### src/rtl/proc_pkg.sv
// rtl/proc_pkg.sv - shared types and constants for the redirect unit
package proc_pkg;

  localparam int          XLEN   = 32;
  localparam logic [31:0] PC_INC = 32'd4;

  typedef enum logic [1:0] {
    IDLE  = 2'd0,
    HOLD  = 2'd1,
    FLUSH = 2'd2
  } state_t;

  // Higher encoding wins when several decode bits are set
  typedef enum logic [2:0] {
    CLS_NONE = 3'd0,
    CLS_BNE  = 3'd1,
    CLS_BEQ  = 3'd2,
    CLS_JMP  = 3'd3,
    CLS_JR   = 3'd4
  } cls_t;

  function automatic cls_t pick_class(input logic jr, input logic j,
                                      input logic jal, input logic beq,
                                      input logic bne);
    if (jr)            return CLS_JR;
    else if (j || jal) return CLS_JMP;
    else if (beq)      return CLS_BEQ;
    else if (bne)      return CLS_BNE;
    else               return CLS_NONE;
  endfunction

endpackage

### src/rtl/proc_target_calc.sv
// rtl/proc_target_calc.sv - combinational target, taken and misalign resolution
module proc_target_calc
  import proc_pkg::*;
(
  input  logic [XLEN-1:0] i_ex_pc,
  input  logic            i_is_beq,
  input  logic            i_is_bne,
  input  logic            i_is_j,
  input  logic            i_is_jal,
  input  logic            i_is_jr,
  input  logic [15:0]     i_imm16,
  input  logic [25:0]     i_target26,
  input  logic [XLEN-1:0] i_rs_val,
  input  logic [XLEN-1:0] i_rt_val,
  output logic [XLEN-1:0] o_target,
  output logic [XLEN-1:0] o_pc_plus4,
  output logic            o_taken,
  output logic            o_misalign,
  output logic            o_link
);

  cls_t            w_cls;
  logic [XLEN-1:0] w_br_off;

  assign w_cls      = pick_class(i_is_jr, i_is_j, i_is_jal, i_is_beq, i_is_bne);
  assign o_pc_plus4 = i_ex_pc + PC_INC;
  assign w_br_off   = {{14{i_imm16[15]}}, i_imm16, 2'b00};

  always_comb begin
    o_target   = '0;
    o_taken    = 1'b0;
    o_misalign = 1'b0;
    o_link     = 1'b0;
    case (w_cls)
      CLS_JR: begin
        o_target   = {i_rs_val[XLEN-1:2], 2'b00};
        o_taken    = 1'b1;
        o_misalign = |i_rs_val[1:0];
      end
      CLS_JMP: begin
        o_target = {o_pc_plus4[XLEN-1:28], i_target26, 2'b00};
        o_taken  = 1'b1;
        o_link   = i_is_jal;
      end
      CLS_BEQ: begin
        o_target = o_pc_plus4 + w_br_off;
        o_taken  = (i_rs_val == i_rt_val);
      end
      CLS_BNE: begin
        o_target = o_pc_plus4 + w_br_off;
        o_taken  = (i_rs_val != i_rt_val);
      end
      default: ;
    endcase
  end

endmodule

### src/rtl/proc_redirect.sv
// rtl/proc_redirect.sv - branch/jump resolution driving the PC redirect interface
module proc_redirect
  import proc_pkg::*;
#(
  parameter int FLUSH_DEPTH = 2,
  parameter int CNT_W       = 16
) (
  input  logic             clk,
  input  logic             nrst,
  input  logic             ex_valid,
  input  logic [31:0]      ex_pc,
  input  logic             is_beq,
  input  logic             is_bne,
  input  logic             is_j,
  input  logic             is_jal,
  input  logic             is_jr,
  input  logic [15:0]      imm16,
  input  logic [25:0]      target26,
  input  logic [31:0]      rs_val,
  input  logic [31:0]      rt_val,
  input  logic             stall,
  output logic [31:0]      new_pc,
  output logic             pc_src,
  output logic             flush,
  output logic             link_valid,
  output logic [31:0]      link_addr,
  output logic             misalign,
  output logic [CNT_W-1:0] taken_cnt
);

  // Flush cycles remaining after the acceptance cycle itself
  localparam logic [2:0] FCNT_INIT = 3'(FLUSH_DEPTH - 1);

  state_t           r_state;
  state_t           w_next;
  logic [2:0]       r_fcnt;
  logic [31:0]      r_new_pc;
  logic             r_link_valid;
  logic [31:0]      r_link_addr;
  logic             r_misalign;
  logic [CNT_W-1:0] r_taken_cnt;

  logic [31:0] w_target;
  logic [31:0] w_pc_plus4;
  logic        w_taken;
  logic        w_mis;
  logic        w_link;
  logic        w_resolve;
  logic        w_accept;

  proc_target_calc u_calc (
    .i_ex_pc    (ex_pc),
    .i_is_beq   (is_beq),
    .i_is_bne   (is_bne),
    .i_is_j     (is_j),
    .i_is_jal   (is_jal),
    .i_is_jr    (is_jr),
    .i_imm16    (imm16),
    .i_target26 (target26),
    .i_rs_val   (rs_val),
    .i_rt_val   (rt_val),
    .o_target   (w_target),
    .o_pc_plus4 (w_pc_plus4),
    .o_taken    (w_taken),
    .o_misalign (w_mis),
    .o_link     (w_link)
  );

  assign w_resolve = (r_state == IDLE) && ex_valid && w_taken;
  assign w_accept  = (r_state == HOLD) && !stall;

  always_ff @(posedge clk) begin
    if (nrst) r_state <= IDLE;
    else      r_state <= w_next;
  end

  always_comb begin
    w_next = r_state;
    case (r_state)
      IDLE:    if (w_resolve) w_next = HOLD;
      HOLD:    if (!stall) w_next = (FLUSH_DEPTH > 1) ? FLUSH : IDLE;
      FLUSH:   if (r_fcnt <= 3'd1) w_next = IDLE;
      default: w_next = IDLE;
    endcase
  end

  always_comb begin
    pc_src = (r_state == HOLD);
    flush  = (r_state != IDLE);
  end

  always_ff @(posedge clk) begin
    if (nrst) begin
      r_fcnt       <= '0;
      r_new_pc     <= '0;
      r_link_valid <= 1'b0;
      r_link_addr  <= '0;
      r_misalign   <= 1'b0;
      r_taken_cnt  <= '0;
    end else begin
      r_link_valid <= w_resolve && w_link;
      if (w_resolve) r_new_pc <= w_target;
      if (w_resolve && w_link) r_link_addr <= w_pc_plus4;
      if (w_resolve && w_mis) r_misalign <= 1'b1;
      if (w_accept && (r_taken_cnt != {CNT_W{1'b1}}))
        r_taken_cnt <= r_taken_cnt + CNT_W'(1);
      if (w_accept)
        r_fcnt <= FCNT_INIT;
      else if (r_state == FLUSH)
        r_fcnt <= r_fcnt - 3'd1;
    end
  end

  assign new_pc     = r_new_pc;
  assign link_valid = r_link_valid;
  assign link_addr  = r_link_addr;
  assign misalign   = r_misalign;
  assign taken_cnt  = r_taken_cnt;

endmodule

### config.mk
export PLATFORM = sky130hd
export DESIGN_NAME = proc_redirect
export DESIGN_NICKNAME = d
export VERILOG_FILES = /design/src/rtl/proc_pkg.sv /design/src/rtl/proc_target_calc.sv /design/src/rtl/proc_redirect.sv
export SDC_FILE = /design/constraint.sdc
export NUM_CORES = 1
export LEC_CHECK = 0
export ABC_AREA = 1
export ABC_CLOCK_PERIOD_IN_PS = 2900
export CORE_UTILIZATION = 44
export CTS_CLUSTER_SIZE = 8
export DETAILED_ROUTE_END_ITERATION = 7
export GPL_TIMING_DRIVEN = 0
export PLACE_DENSITY = 0.86
export SYNTH_ARGS = -nofsm -noshare
export SYNTH_HDL_FRONTEND = slang
export SYNTH_SLANG_ARGS = --single-unit
### constraint.sdc
create_clock -name clk -period 2.9 [get_ports clk]
set_input_delay 0.58 -clock clk [delete_from_list [all_inputs] [get_ports clk]]
set_output_delay 0.58 -clock clk [all_outputs]
set_load 0.02 [all_outputs]
==> impl_metrics.ini <==
[global_routing]
antenna_found_initial = 0
first_global_vias = 8614
grt_max_degree = 21
overflow = 0
grt_first_pass_wirelength_um = 43000
gr-usage-all-layers_pct = 31.2

[pwr]
worst_case_vdd_ir_drop_uv = 317
total_leakage_power_nw = 5.49
power.total_mw = 4.25
power-per-cell-area_nw_per_um2 = 368

[floorplan]
total_i_o_pin_count = 231
dieWidth_um = 133
die_height_um = 133
rows = 47
floorplan.core_area_um2 = 16600
initial_utilization_pct = 45.3
die_area_um2 = 17700

[timing]
worst_slew_pin_slew_ps = 916
max-slew-margin-rel_pct = 38.7
timing_max_transition_violations_final = 0
max_freq_mhz = 325
worst_clock_skew_ps = 9.72
fin_ws_ps = -180
setup_viol = 8
rsz0062_at_grt = yes
final.setup.tns_ps = -775
finalCriticalPeriod_ps = 3080
final.period_utilization_pct = 106
timing_hold_violations_final = 0

[synth]
synthMuxAreaShare_pct = 0
synth-compound-area-share_pct = 10.0
syn-cell-area_um2 = 7540
netlist_top_cells_count = sky130_fd_sc_hd__nand2_1, sky130_fd_sc_hd__inv_1, sky130_fd_sc_hd__nor2_1, sky130_fd_sc_hd__dfxtp_1, sky130_fd_sc_hd__nand3_1
synth_enable_flop_cells = 0
yosys_most_used_dff = sky130_fd_sc_hd__dfxtp_1
yosys_warnings = 0
syn_inst_count = 1315
synth_cell_type_count = 47
postSynthRegisterBits = 87
yosys.area.top_type_share_pct = 23.1
post-synth-top-count-cell = sky130_fd_sc_hd__nand2_1
post-synth-top-area-cell = sky130_fd_sc_hd__dfxtp_1
syn_area_per_cell_um2 = 5.73
synth_xor_area_share_pct = 5.00
synth-async-reset-ratio_pct = 0
yosysSeqAreaShare_pct = 23.1
synth.area.top_cells = sky130_fd_sc_hd__dfxtp_1, sky130_fd_sc_hd__nand2_1, sky130_fd_sc_hd__inv_1
largest_family_of_logic_cells_by_synthesized_area = simple AND/OR/NAND/NOR gates
synth_simple_gate_area_share_pct = 42.0
synthAdderAreaFrac_pct = 6.57
syn-num-nets = 1501

[route]
first_iter_violations = 653
detail-route-antenna-nets = 0
drt_pre_antenna_iters = 8
post_drt_wl_per_cell_um = 16.1
avgViaCountPerCell = 5.24
vias = 9554
remaining_drc_errors = 1
routed_wl_um = 29400

[worst_hold_path]
min_delay_path_depth = 2
min_delay_worst_endpoint = misalign
min-delay-path-class = reg2reg
timing.hold.worst.start = misalign

[outcome]
status = finished, violations left
failed_checks = design-rule violations, negative setup slack

[cells_and_area]
area_growth_syn_to_layout_pct = 53.3
utilization_pct = 69.4
final_cell_count_no_fill = 1824
diodes_inserted = 0
nNetsFinal = 1785
fillCellCount = 1434
drive_above_1_share_pct = 15.7

[clocking]
clk_path_buf_depth = 2
clock_tree.htree_level_count = 3
holdBufCountCts = 0
clock_tree_from_tritoncts = yes
cts_inserted_buffers = 9
clock_tree.root_cell = sky130_fd_sc_hd__clkbuf_16
clkTransAtPathRegs_ps = 70
clock_sink_count = 87
clk_latency_ps = 360

[setup_path]
critPathLaunchType = primary input
worstReg2RegEnd = new_pc[29]
worst-r2r-cell-count = 7
crit_path_max_fanout = 5
setup.worst_path.class = in2reg
worstReg2RegStart = r_state[0]
cp_data_required_time_ps = 3160
worst_reg2reg_setup_slack_ps = 790
worst_setup_ep_type = flip-flop
crit_arrival_ps = 3340

[placed_design]
placedCellCount = 1764
final_wtd_congestion = 0.965
placement.setup.worst_slack_ps = -1250
port_buffers = 229
final_hpwl_dp_um = 22400

[flow_run]
number_of_violations_of_the_max_capacitance_limit = 0
-- where the power goes --
part	total [mW]	internal [mW]	switching [mW]
registers	1.30	1.27	0.0394
logic	1.68	0.712	0.964
clock network	1.27	0.689	0.584
-- final cells by class --
cell class | count | area [µm²] | share of cell area (%)
buffer | 32 | 165 | 1.43
clock buffer | 9 | 225 | 1.95
clock inverter | 7 | 90.1 | 0.780
inverter | 221 | 833 | 7.21
multi-input combinational | 975 | 5610 | 48.6
sequential | 87 | 1740 | 15.1
tap | 220 | 275 | 2.38
timing repair buffer | 273 | 2610 | 22.6
-- registers in the layout, summed over array words and instances (netlist names) --
signal / count
r_state: 2
link_addr: 32
misalign: 1
r_fcnt: 3
new_pc: 32
link_valid: 1
taken_cnt: 16
-- metrics by stage --
step | instance area, µm² | hold WS, ps
after floorplan | 7590 | 441
after global placement | 10200 | 436
after detailed placement | 10200 | 440
after CTS | 11000 | 450
after global routing | 11600 | 482
final | 11600 | 449
-- timing repair --
item / in CTS / in global routing
gates cloned: 0 / 0
resized for setup: 137 / 116
setup endpoints to repair: 24 / 22
pin swaps: 25 / 35
buffers inserted: 25 / 19
-- how the worst max path moves through the flow --
stage                   from    endpoint  slack (ps)  depth (start not counted)
finish              ex_pc[2]  new_pc[28]        -180                         22
global route        ex_pc[2]  new_pc[28]        -310                         22
floorplan           ex_pc[2]  new_pc[26]         -40                         20
global placement    ex_pc[2]  new_pc[31]       -1180                         20
detailed placement  ex_pc[2]  new_pc[31]       -1250                         20
CTS                 ex_pc[2]  new_pc[31]        -0.5                         20
-- cell families (layout without fill, tap and decap cells) --
group	count (synthesis)	in the layout
compound gates	136	136
xor+xnor	43	43
fa+ha+maj	39	39
buf+inv	253	542
flops	87	87
simple gates	757	757
-- cells in the final DEF (no fill, tap or decap), types with 19 or more instances in the layout --
master and n:
sky130_fd_sc_hd__clkdlybuf4s50_1 202, sky130_fd_sc_hd__ha_4 19, sky130_fd_sc_hd__nand3_1 59, sky130_fd_sc_hd__nand2_1 375, sky130_fd_sc_hd__xnor2_1 23, sky130_fd_sc_hd__buf_4 43
sky130_fd_sc_hd__o21ai_0 34, sky130_fd_sc_hd__nand2_2 23, sky130_fd_sc_hd__nor2_1 187, sky130_fd_sc_hd__a21oi_1 38, sky130_fd_sc_hd__inv_1 207, sky130_fd_sc_hd__nand4_1 27
sky130_fd_sc_hd__dfxtp_1 87
-- worst max-delay path: stages --
cell                      delay (ps)
sky130_fd_sc_hd__buf_8            80
sky130_fd_sc_hd__buf_4           110
sky130_fd_sc_hd__nand3_2         120
sky130_fd_sc_hd__nor2_4          170
sky130_fd_sc_hd__nand2_4         100
sky130_fd_sc_hd__nor2_8          160
sky130_fd_sc_hd__buf_12          130
sky130_fd_sc_hd__nand2_4          70
sky130_fd_sc_hd__nor2_4          140
sky130_fd_sc_hd__xor2_2          210
sky130_fd_sc_hd__inv_2            90
sky130_fd_sc_hd__ha_4            250
sky130_fd_sc_hd__a21oi_2         170
sky130_fd_sc_hd__nor2_1           70
sky130_fd_sc_hd__nor2_1          140
sky130_fd_sc_hd__nand2_1         110
sky130_fd_sc_hd__a21oi_2         160
sky130_fd_sc_hd__nand3_1         120
sky130_fd_sc_hd__nand3_2         140
sky130_fd_sc_hd__nand2_1          60
sky130_fd_sc_hd__nor2_1          100
sky130_fd_sc_hd__nor2_1           50
-- routing by layer --
metal | share of wire, % | global-route usage [%] | wire length (µm)
met1 | 38 | 36.5 | 11300
met3 | 9.4 | 5.98 | 2760
met5 | 0 | 0 | 0
met4 | 3.8 | 13.8 | 1110
met2 | 48 | 55.0 | 14200
Note: power is estimated with default switching activity, not from simulation.
